`src/rtl/decode_stage_if.sv`:
```
// Decode-stage port bundle: IF/ID and write-back inputs, plus the ID/EX register outputs.
interface decode_stage_if #(
  parameter int XLEN       = 8,
  parameter int REG_ADDR_W = 5
);
  logic                  if_valid;
  logic [31:0]           instruction;
  logic                  flush;
  logic                  wb_reg_write;
  logic [REG_ADDR_W-1:0] wb_rd;
  logic [XLEN-1:0]       wb_data;
  logic                  stall;
  logic                  ex_valid;
  logic                  ex_branch;
  logic                  ex_mem_read;
  logic                  ex_mem_to_reg;
  logic                  ex_mem_write;
  logic                  ex_alu_src;
  logic                  ex_reg_write;
  logic [1:0]            ex_alu_op;
  logic                  ex_illegal;
  logic [XLEN-1:0]       ex_read_data1;
  logic [XLEN-1:0]       ex_read_data2;
  logic [11:0]           ex_immediate;
  logic [XLEN-1:0]       ex_imm_sext;
  logic [6:0]            ex_funct7;
  logic [2:0]            ex_funct3;
  logic [REG_ADDR_W-1:0] ex_rs1;
  logic [REG_ADDR_W-1:0] ex_rs2;
  logic [REG_ADDR_W-1:0] ex_rd;

  modport master (
    output if_valid, instruction, flush, wb_reg_write, wb_rd, wb_data,
    input  stall, ex_valid, ex_branch, ex_mem_read, ex_mem_to_reg, ex_mem_write,
           ex_alu_src, ex_reg_write, ex_alu_op, ex_illegal, ex_read_data1,
           ex_read_data2, ex_immediate, ex_imm_sext, ex_funct7, ex_funct3,
           ex_rs1, ex_rs2, ex_rd
  );

  modport slave (
    input  if_valid, instruction, flush, wb_reg_write, wb_rd, wb_data,
    output stall, ex_valid, ex_branch, ex_mem_read, ex_mem_to_reg, ex_mem_write,
           ex_alu_src, ex_reg_write, ex_alu_op, ex_illegal, ex_read_data1,
           ex_read_data2, ex_immediate, ex_imm_sext, ex_funct7, ex_funct3,
           ex_rs1, ex_rs2, ex_rd
  );
endinterface

```
`src/rtl/decode_stage.sv`:
```
// Instruction decode: control decode, register file with WB bypass, immediate
// generation, load-use stall detection and the ID/EX pipeline register.
module decode_stage #(
  parameter int XLEN       = 8,
  parameter int REG_ADDR_W = 5
) (
  input logic           clock,
  input logic           reset,
  decode_stage_if.slave bus
);
  localparam int NREG = 2 ** REG_ADDR_W;
  localparam int SW   = (XLEN > 12) ? XLEN : 12;

  localparam logic [6:0] OP_R  = 7'b0110011;
  localparam logic [6:0] OP_I  = 7'b0010011;
  localparam logic [6:0] OP_LD = 7'b0000011;
  localparam logic [6:0] OP_ST = 7'b0100011;
  localparam logic [6:0] OP_BR = 7'b1100011;

  typedef struct packed {
    logic                  valid;
    logic                  branch;
    logic                  mem_read;
    logic                  mem_to_reg;
    logic                  mem_write;
    logic                  alu_src;
    logic                  reg_write;
    logic [1:0]            alu_op;
    logic                  illegal;
    logic [XLEN-1:0]       read_data1;
    logic [XLEN-1:0]       read_data2;
    logic [11:0]           immediate;
    logic [XLEN-1:0]       imm_sext;
    logic [6:0]            funct7;
    logic [2:0]            funct3;
    logic [REG_ADDR_W-1:0] rs1;
    logic [REG_ADDR_W-1:0] rs2;
    logic [REG_ADDR_W-1:0] rd;
  } id_ex_t;

  logic [XLEN-1:0]       regs [NREG];
  logic [6:0]            opcode;
  logic [REG_ADDR_W-1:0] rs1, rs2, rd;
  logic                  uses_rs1, uses_rs2;
  logic [11:0]           imm;
  logic signed [11:0]    imm_s;
  logic [SW-1:0]         sext_full;
  logic [XLEN-1:0]       rd1, rd2;
  logic                  stall;
  id_ex_t                ex_d, ex_q;

  assign opcode = bus.instruction[6:0];
  assign rs1    = REG_ADDR_W'(bus.instruction[19:15]);
  assign rs2    = REG_ADDR_W'(bus.instruction[24:20]);
  assign rd     = REG_ADDR_W'(bus.instruction[11:7]);

  // x0 is hard-wired; a same-cycle write-back wins over the stored value
  assign rd1 = (rs1 == '0) ? '0 :
               (bus.wb_reg_write && bus.wb_rd == rs1) ? bus.wb_data : regs[rs1];
  assign rd2 = (rs2 == '0) ? '0 :
               (bus.wb_reg_write && bus.wb_rd == rs2) ? bus.wb_data : regs[rs2];

  assign imm_s     = imm;
  assign sext_full = SW'(imm_s);

  always_comb begin
    ex_d            = '0;
    uses_rs1        = 1'b0;
    uses_rs2        = 1'b0;
    imm             = '0;
    case (opcode)
      OP_R: begin
        ex_d.reg_write = 1'b1;
        ex_d.alu_op    = 2'b10;
        uses_rs1       = 1'b1;
        uses_rs2       = 1'b1;
      end
      OP_I: begin
        ex_d.alu_src   = 1'b1;
        ex_d.reg_write = 1'b1;
        ex_d.alu_op    = 2'b11;
        uses_rs1       = 1'b1;
        imm            = bus.instruction[31:20];
      end
      OP_LD: begin
        ex_d.alu_src    = 1'b1;
        ex_d.mem_to_reg = 1'b1;
        ex_d.reg_write  = 1'b1;
        ex_d.mem_read   = 1'b1;
        uses_rs1        = 1'b1;
        imm             = bus.instruction[31:20];
      end
      OP_ST: begin
        ex_d.alu_src   = 1'b1;
        ex_d.mem_write = 1'b1;
        uses_rs1       = 1'b1;
        uses_rs2       = 1'b1;
        imm            = {bus.instruction[31:25], bus.instruction[11:7]};
      end
      OP_BR: begin
        ex_d.branch = 1'b1;
        ex_d.alu_op = 2'b01;
        uses_rs1    = 1'b1;
        uses_rs2    = 1'b1;
        imm         = {bus.instruction[31], bus.instruction[7],
                       bus.instruction[30:25], bus.instruction[11:8]};
      end
      default: ex_d.illegal = 1'b1;
    endcase
    ex_d.valid      = 1'b1;
    ex_d.read_data1 = rd1;
    ex_d.read_data2 = rd2;
    ex_d.immediate  = imm;
    ex_d.imm_sext   = sext_full[XLEN-1:0];
    ex_d.funct7     = bus.instruction[31:25];
    ex_d.funct3     = bus.instruction[14:12];
    ex_d.rs1        = rs1;
    ex_d.rs2        = rs2;
    ex_d.rd         = rd;
  end

  assign stall = bus.if_valid && !bus.flush && ex_q.valid && ex_q.mem_read &&
                 (ex_q.rd != '0) &&
                 ((uses_rs1 && ex_q.rd == rs1) || (uses_rs2 && ex_q.rd == rs2));

  always_ff @(posedge clock) begin
    if (reset) begin
      for (int i = 0; i < NREG; i++) regs[i] <= '0;
      ex_q <= '0;
    end else begin
      if (bus.wb_reg_write && bus.wb_rd != '0) regs[bus.wb_rd] <= bus.wb_data;
      // flush, stall and an empty IF/ID slot all insert a fully zeroed bubble
      if (bus.flush || stall || !bus.if_valid) ex_q <= '0;
      else                                      ex_q <= ex_d;
    end
  end

  assign bus.stall         = stall;
  assign bus.ex_valid      = ex_q.valid;
  assign bus.ex_branch     = ex_q.branch;
  assign bus.ex_mem_read   = ex_q.mem_read;
  assign bus.ex_mem_to_reg = ex_q.mem_to_reg;
  assign bus.ex_mem_write  = ex_q.mem_write;
  assign bus.ex_alu_src    = ex_q.alu_src;
  assign bus.ex_reg_write  = ex_q.reg_write;
  assign bus.ex_alu_op     = ex_q.alu_op;
  assign bus.ex_illegal    = ex_q.illegal;
  assign bus.ex_read_data1 = ex_q.read_data1;
  assign bus.ex_read_data2 = ex_q.read_data2;
  assign bus.ex_immediate  = ex_q.immediate;
  assign bus.ex_imm_sext   = ex_q.imm_sext;
  assign bus.ex_funct7     = ex_q.funct7;
  assign bus.ex_funct3     = ex_q.funct3;
  assign bus.ex_rs1        = ex_q.rs1;
  assign bus.ex_rs2        = ex_q.rs2;
  assign bus.ex_rd         = ex_q.rd;
endmodule

```
`src/flat_wrapper.sv`:
```
// flat-port wrapper written by rule: the top's interface ports become plain ports
module decode_stage_flat 
#(
  parameter int XLEN       = 8,
  parameter int REG_ADDR_W = 5
)
  (clock, reset, bus_if_valid, bus_instruction, bus_flush, bus_wb_reg_write, bus_wb_rd, bus_wb_data, bus_stall, bus_ex_valid, bus_ex_branch, bus_ex_mem_read, bus_ex_mem_to_reg, bus_ex_mem_write, bus_ex_alu_src, bus_ex_reg_write, bus_ex_alu_op, bus_ex_illegal, bus_ex_read_data1, bus_ex_read_data2, bus_ex_immediate, bus_ex_imm_sext, bus_ex_funct7, bus_ex_funct3, bus_ex_rs1, bus_ex_rs2, bus_ex_rd);
  decode_stage_if #(.XLEN(XLEN), .REG_ADDR_W(REG_ADDR_W)) bus_i ();
  input logic clock;
  input logic reset;
  input wire logic [$bits(bus_i.if_valid)-1:0] bus_if_valid;
  input wire logic [$bits(bus_i.instruction)-1:0] bus_instruction;
  input wire logic [$bits(bus_i.flush)-1:0] bus_flush;
  input wire logic [$bits(bus_i.wb_reg_write)-1:0] bus_wb_reg_write;
  input wire logic [$bits(bus_i.wb_rd)-1:0] bus_wb_rd;
  input wire logic [$bits(bus_i.wb_data)-1:0] bus_wb_data;
  output wire logic [$bits(bus_i.stall)-1:0] bus_stall;
  output wire logic [$bits(bus_i.ex_valid)-1:0] bus_ex_valid;
  output wire logic [$bits(bus_i.ex_branch)-1:0] bus_ex_branch;
  output wire logic [$bits(bus_i.ex_mem_read)-1:0] bus_ex_mem_read;
  output wire logic [$bits(bus_i.ex_mem_to_reg)-1:0] bus_ex_mem_to_reg;
  output wire logic [$bits(bus_i.ex_mem_write)-1:0] bus_ex_mem_write;
  output wire logic [$bits(bus_i.ex_alu_src)-1:0] bus_ex_alu_src;
  output wire logic [$bits(bus_i.ex_reg_write)-1:0] bus_ex_reg_write;
  output wire logic [$bits(bus_i.ex_alu_op)-1:0] bus_ex_alu_op;
  output wire logic [$bits(bus_i.ex_illegal)-1:0] bus_ex_illegal;
  output wire logic [$bits(bus_i.ex_read_data1)-1:0] bus_ex_read_data1;
  output wire logic [$bits(bus_i.ex_read_data2)-1:0] bus_ex_read_data2;
  output wire logic [$bits(bus_i.ex_immediate)-1:0] bus_ex_immediate;
  output wire logic [$bits(bus_i.ex_imm_sext)-1:0] bus_ex_imm_sext;
  output wire logic [$bits(bus_i.ex_funct7)-1:0] bus_ex_funct7;
  output wire logic [$bits(bus_i.ex_funct3)-1:0] bus_ex_funct3;
  output wire logic [$bits(bus_i.ex_rs1)-1:0] bus_ex_rs1;
  output wire logic [$bits(bus_i.ex_rs2)-1:0] bus_ex_rs2;
  output wire logic [$bits(bus_i.ex_rd)-1:0] bus_ex_rd;
  assign bus_i.if_valid = bus_if_valid;
  assign bus_i.instruction = bus_instruction;
  assign bus_i.flush = bus_flush;
  assign bus_i.wb_reg_write = bus_wb_reg_write;
  assign bus_i.wb_rd = bus_wb_rd;
  assign bus_i.wb_data = bus_wb_data;
  assign bus_stall = bus_i.stall;
  assign bus_ex_valid = bus_i.ex_valid;
  assign bus_ex_branch = bus_i.ex_branch;
  assign bus_ex_mem_read = bus_i.ex_mem_read;
  assign bus_ex_mem_to_reg = bus_i.ex_mem_to_reg;
  assign bus_ex_mem_write = bus_i.ex_mem_write;
  assign bus_ex_alu_src = bus_i.ex_alu_src;
  assign bus_ex_reg_write = bus_i.ex_reg_write;
  assign bus_ex_alu_op = bus_i.ex_alu_op;
  assign bus_ex_illegal = bus_i.ex_illegal;
  assign bus_ex_read_data1 = bus_i.ex_read_data1;
  assign bus_ex_read_data2 = bus_i.ex_read_data2;
  assign bus_ex_immediate = bus_i.ex_immediate;
  assign bus_ex_imm_sext = bus_i.ex_imm_sext;
  assign bus_ex_funct7 = bus_i.ex_funct7;
  assign bus_ex_funct3 = bus_i.ex_funct3;
  assign bus_ex_rs1 = bus_i.ex_rs1;
  assign bus_ex_rs2 = bus_i.ex_rs2;
  assign bus_ex_rd = bus_i.ex_rd;
  decode_stage #(.XLEN(XLEN), .REG_ADDR_W(REG_ADDR_W)) u_core (.clock(clock), .reset(reset), .bus(bus_i));
endmodule
```
`config.mk`:
```
export PLATFORM = sky130hd
export DESIGN_NAME = decode_stage_flat
export DESIGN_NICKNAME = d
export VERILOG_FILES = /design/src/rtl/decode_stage_if.sv /design/src/rtl/decode_stage.sv /design/src/flat_wrapper.sv
export SDC_FILE = /design/constraint.sdc
export NUM_CORES = 1
export LEC_CHECK = 0
export CORE_MARGIN = 2
export CORE_UTILIZATION = 53
export DETAILED_ROUTE_END_ITERATION = 12
export PLACE_DENSITY = 0.72
export SETUP_SLACK_MARGIN = 0.5
export SLEW_MARGIN = 20
export SYNTH_ARGS = -nofsm -noshare
export SYNTH_HDL_FRONTEND = slang
export SYNTH_SLANG_ARGS = --single-unit
```
`constraint.sdc`:
```
create_clock -name clock -period 2.5 [get_ports clock]
set_input_delay 0.75 -clock clock [delete_from_list [all_inputs] [get_ports clock]]
set_output_delay 0.75 -clock clock [all_outputs]
set_load 0.03 [all_outputs]
```
* After elaboration in Yosys (flattened, before gate mapping)
Memory sizes are Yosys's and may differ from the RTL's. Cells that the tools add are included.
Word-level totals: bits in registers 71, memory bits (writable) 256, input bits 50, output and inout bits 72, word-level logic and storage cells 79, memories kept 1
Memory list:
- u_core.regs | words 32, bits a word 8, read ports 2, clocked after memory_dff 0, write ports 32, line decode_stage.sv:41 | logic [XLEN-1:0] regs [NREG];
Cells by class: equality and inequality tests 9, muxes and demuxes 23, reduce and logical (&&, ||, !) cells 28
Operators by type and width (count):
- 2-to-1 mux 71 bit | 1
- 2-to-1 mux 8 bit | 5
- one-hot mux 12 bit (3 select lines) | 1
- == test 5 bit | 4
- OR reduction 3 bit | 5
- == test 7 x 6 -> 1 bit, second input constant | 2
- 2-to-1 mux 1 bit | 13
- logical AND 1 bit | 10
- logical NOT 5 bit | 2
- nonzero test 5 bit | 2
- OR reduction 8 bit | 1
- == test 7 x 2 -> 1 bit, second input constant | 1
- == test 7 x 5 -> 1 bit, second input constant | 1
- == test 7 bit, second input constant | 1
- one-hot mux 2 bit (3 select lines) | 1
- 2-to-1 mux 5 bit | 1
- OR reduction 5 bit | 1
- OR reduction 2 bit | 2
- logical OR 1 bit | 3
- logical NOT 1 bit | 2
- 2-to-1 mux 2 bit | 1

* Longest topological paths before layout
word-level depth 9, gate-level depth with buffers 9, depth with buffers taken out 7

* Worst setup path before layout
No wires, ideal clock.
path kind input port to output port, start input port bus_instruction[15], end output port bus_stall, arrival 1980 ps, required time 1750 ps, setup slack -230 ps, stages 7, path buffers 3, cells stage by stage buf_2 > buf_2 > xor2_1 > nor3_1 > o221ai_1 > clkbuf_1 > inv_1
On the way: cells in the longest elaborated chain, start to end 4
RTL lines:
- start, declared | line flat_wrapper.sv:12 | input wire logic [$bits(bus_i.instruction)-1:0] bus_instruction;
- == test 5 bit | line decode_stage.sv:124 | ((uses_rs1 && ex_q.rd == rs1) || (uses_rs2 && ex_q.rd == rs2));
- logical AND 1 bit | line decode_stage.sv:124
- logical OR 1 bit | line decode_stage.sv:124
- logical AND 1 bit | line decode_stage.sv:123 | (ex_q.rd != '0) &&
- end, declared | line flat_wrapper.sv:17 | output wire logic [$bits(bus_i.stall)-1:0] bus_stall;
No other way between the ends.

* Worst setup path in the final report
Same ends and word-level chain as after synthesis.

==> results.toml <==
[run_status]
status = "finished, violations left"
violations = "setup timing"

[power_and_ir_drop]
power_density_nw_per_um2 = 633
p_seq_share_pct = 46.5
p_sw_share_pct = 23.7
p_switching_mw = 3.12
ir_drop_v = 0.000395
p_leak_nw = 7.75
finalPower_mw = 13.1
clock_power_share_pct = 40.0
p_int_mw = 10.0
combPwrFrac_pct = 13.5

[critical_path]
slowest_delay_ps = 250
crit_path_frequent_cell = "buf_6"
crit_path_max_fanout = 6
crit_type = "in -> out"
cp.required_ps = 1750
cp-start-kind = "input port"
endpoint_kind = "output port"
worstPathCellList = "buf_16 > buf_8 > xor2_1 > nor3_2 > o221ai_2 > buf_6 > inv_8 > buf_6"
ff2ff_setup_slack_ps = -90
critPathArrivalTime_ps = 1940
slowest_stage = "xor2_1"

[logic_synthesis]
synth.yosys.seq_area_share_pct = 55.4
synthAdderAreaFrac_pct = 0
synth_simple_gate_area_share_pct = 15.8
synth_xor_xnor_area_share_pct = 1.09
yosysTopAreaCellShare_pct = 47.7
synth_edf_count = 256
synth_area_sq_um = 16100
syn_inst = 1096
muxShareOfSynthArea_pct = 23.1
ys_ff_latch = 318
yosys_warnings = 0
ys.flop_type = "edfxtp_1"
synth_common_cells = "256 x edfxtp_1, 249 x and2_1, 157 x mux4_2, 62 x dfxtp_1, 57 x clkbuf_1"
yosys.area.top_type = "edfxtp_1"
synth.avg_cell_area_sq_um = 14.7
synth_top_family_by_area = "multiplexers"
synth_compound_area_share_pct = 1.72
async_reset_ff_share_pct = 0
yosys-top-cells-area = "edfxtp_1 48%, mux4_2 22%, and2_1 9.7%"
synth_most_common_cell = "edfxtp_1"
ys_types = 43

[cts]
clk_latency_ps = 510
cts.path.max_buffers = 3
clk_pin_slew_ps = 60
cts_max_level = 2
cts_buffers = 35
cts_root_buffer = "clkbuf_16"
cts_tree = "done"
cts_hold_buf = 0
cts_sinks = 318

[timing]
fin_ws_ps = -191
period_minus_slack_ps = 2690
finalClockSkew_ps = 13.0
setup_violations = 52
hold_violations = 0
fin_crit_sh_pct = 108
timing.fmax_mhz = 372
holdWs_ps = 601
slew_viol_final = 0
grt_setup_unrepaired = "true"
max_slew_margin_pct = 52.3
worst_pin_slew_ps = 715

[die]
die_w_um = 178
initial_core_util_pct = 54.1
die_area_sq_um = 31800
core_sq_um = 29800
row_count = 63
die_y_um = 178
ioPinCount = 122

[placement]
port_buffers = 121
dp_hpwl_mm = 33.3
gp_congestion = 0.905

[global_routing]
antenna_found_initial = 2
track_usage_pct = 30.6
grt_pass1_vias = 10872
grt_pass1_wl_mm = 69.7
grt_overflow = 0
grt_max_degree = 34

[min_path]
min_path_type = "in -> reg"

[cells_and_area]
fillerInstances = 1956
diodes = 0
syn_to_final_growth_pct = 28.7
largest_reg_flops = 256
regMostFlops = "u_core.regs"
layout.nets = 1390
drive_gt1_share_pct = 39.8

[route]
viasPerCell = 6.19
drt_iter0_drc = 1308
routed_wirelength_mm = 48.1
avgRoutedWirePerCell_um = 27.4
drc = 0
vias = 10857
drt-pass1-iter-count = 7
postRouteAntennaNets = 0

[job]
drv_cap = 0
[power by group through the flow]
stage                     Sequential [mW]  Combinational, mW  Clock, mW
final                                6.10               1.78       5.25
after global routing                 6.13               1.84       5.50
after CTS                            6.10               1.74       5.29
after detailed placement             6.21               1.66          0
after global placement               6.18               1.65          0
after floorplan                      6.20              0.972          0
[stage by stage]
stage                     area, sq um  setup WS (ps)  std cells  util (%)  TNS [ps]
after detailed placement        18900           -688       1660      63.5    -90190
final                           20800           -191       1755      69.7     -3560
after floorplan                 16600          0.563       1103         -         0
after global routing            20800           -254       1755      69.7     -7340
after CTS                       20500           -144       1741      68.8      -144
after global placement          18900           -689       1660      63.5    -76510
[worst max-delay path, delay by kind of cell]
kind | cells | cell delay [ps]
and+or+nand+nor | 1 | 100
AOI/OAI and AO/OA | 1 | 230
xor gates and xnor gates | 1 | 250
buffers and inverters | 5 | 600
[area by class of cell]
type / instances / area (sq um) / area share (%)
Timing Repair Buffer: 298 / 2920 / 14.1
Inverter: 4 / 25.0 / 0.121
Tap cell: 390 / 488 / 2.35
Multi-Input combinational cell: 683 / 7220 / 34.8
Sequential cell: 318 / 8940 / 43.1
Clock buffer: 48 / 988 / 4.76
Clock inverter: 14 / 170 / 0.820
[worst paths after layout]
kind / from / end / cells past startpoint
max: bus_instruction[15] / bus_stall / 8
min: bus_instruction[17] / u_core.bus.ex_rs1[2]$_SDFF_PP0_ / 2
max reg2reg: u_core.bus.ex_rd[4]$_SDFF_PP0_ / u_core.bus.ex_immediate[11]$_SDFF_PP0_ / 17
min reg2reg: u_core.bus.ex_valid$_SDFF_PP0_ / u_core.bus.ex_rs1[4]$_SDFF_PP0_ / 5
[timing repair]
item,CTS,global route
buffers inserted,16,10
gates cloned,3,4
setup endpoints to repair,566,59
resized for setup,239,69
pin swaps,19,5
[logic make-up (layout without fill, tap and decap cells)]
logic type / after synthesis / after routing
buffers and inverters: 103 / 364
flip-flops: 318 / 318
AND/OR/NAND/NOR: 436 / 437
AO/OA/AOI/OAI: 43 / 43
multiplexers: 175 / 175
XOR/XNOR: 20 / 20
other: 1 / 8
[routing by layer]
| metal | wire, um | GRT usage, % |
|---|---|---|
| met1 | 18000 | 40.3 |
| met5 | 0 | 0 |
| met4 | 2280 | 11.9 |
| met2 | 23700 | 51.4 |
| met3 | 4170 | 4.62 |
[cell usage in the layout (no fill, tap or decap), drive strengths merged, types with 17 or more instances in the layout]
cell	n
and2	249
and3	30
buf	195
clkbuf	60
clkdlybuf4s15	32
clkdlybuf4s50	24
dfxtp	62
dlygate4sd2	35
edfxtp	256
mux2i	17
mux4	157
nand2	24
nor2	48
nor3	22
or2	32
Power figures use the tool's default switching activity.
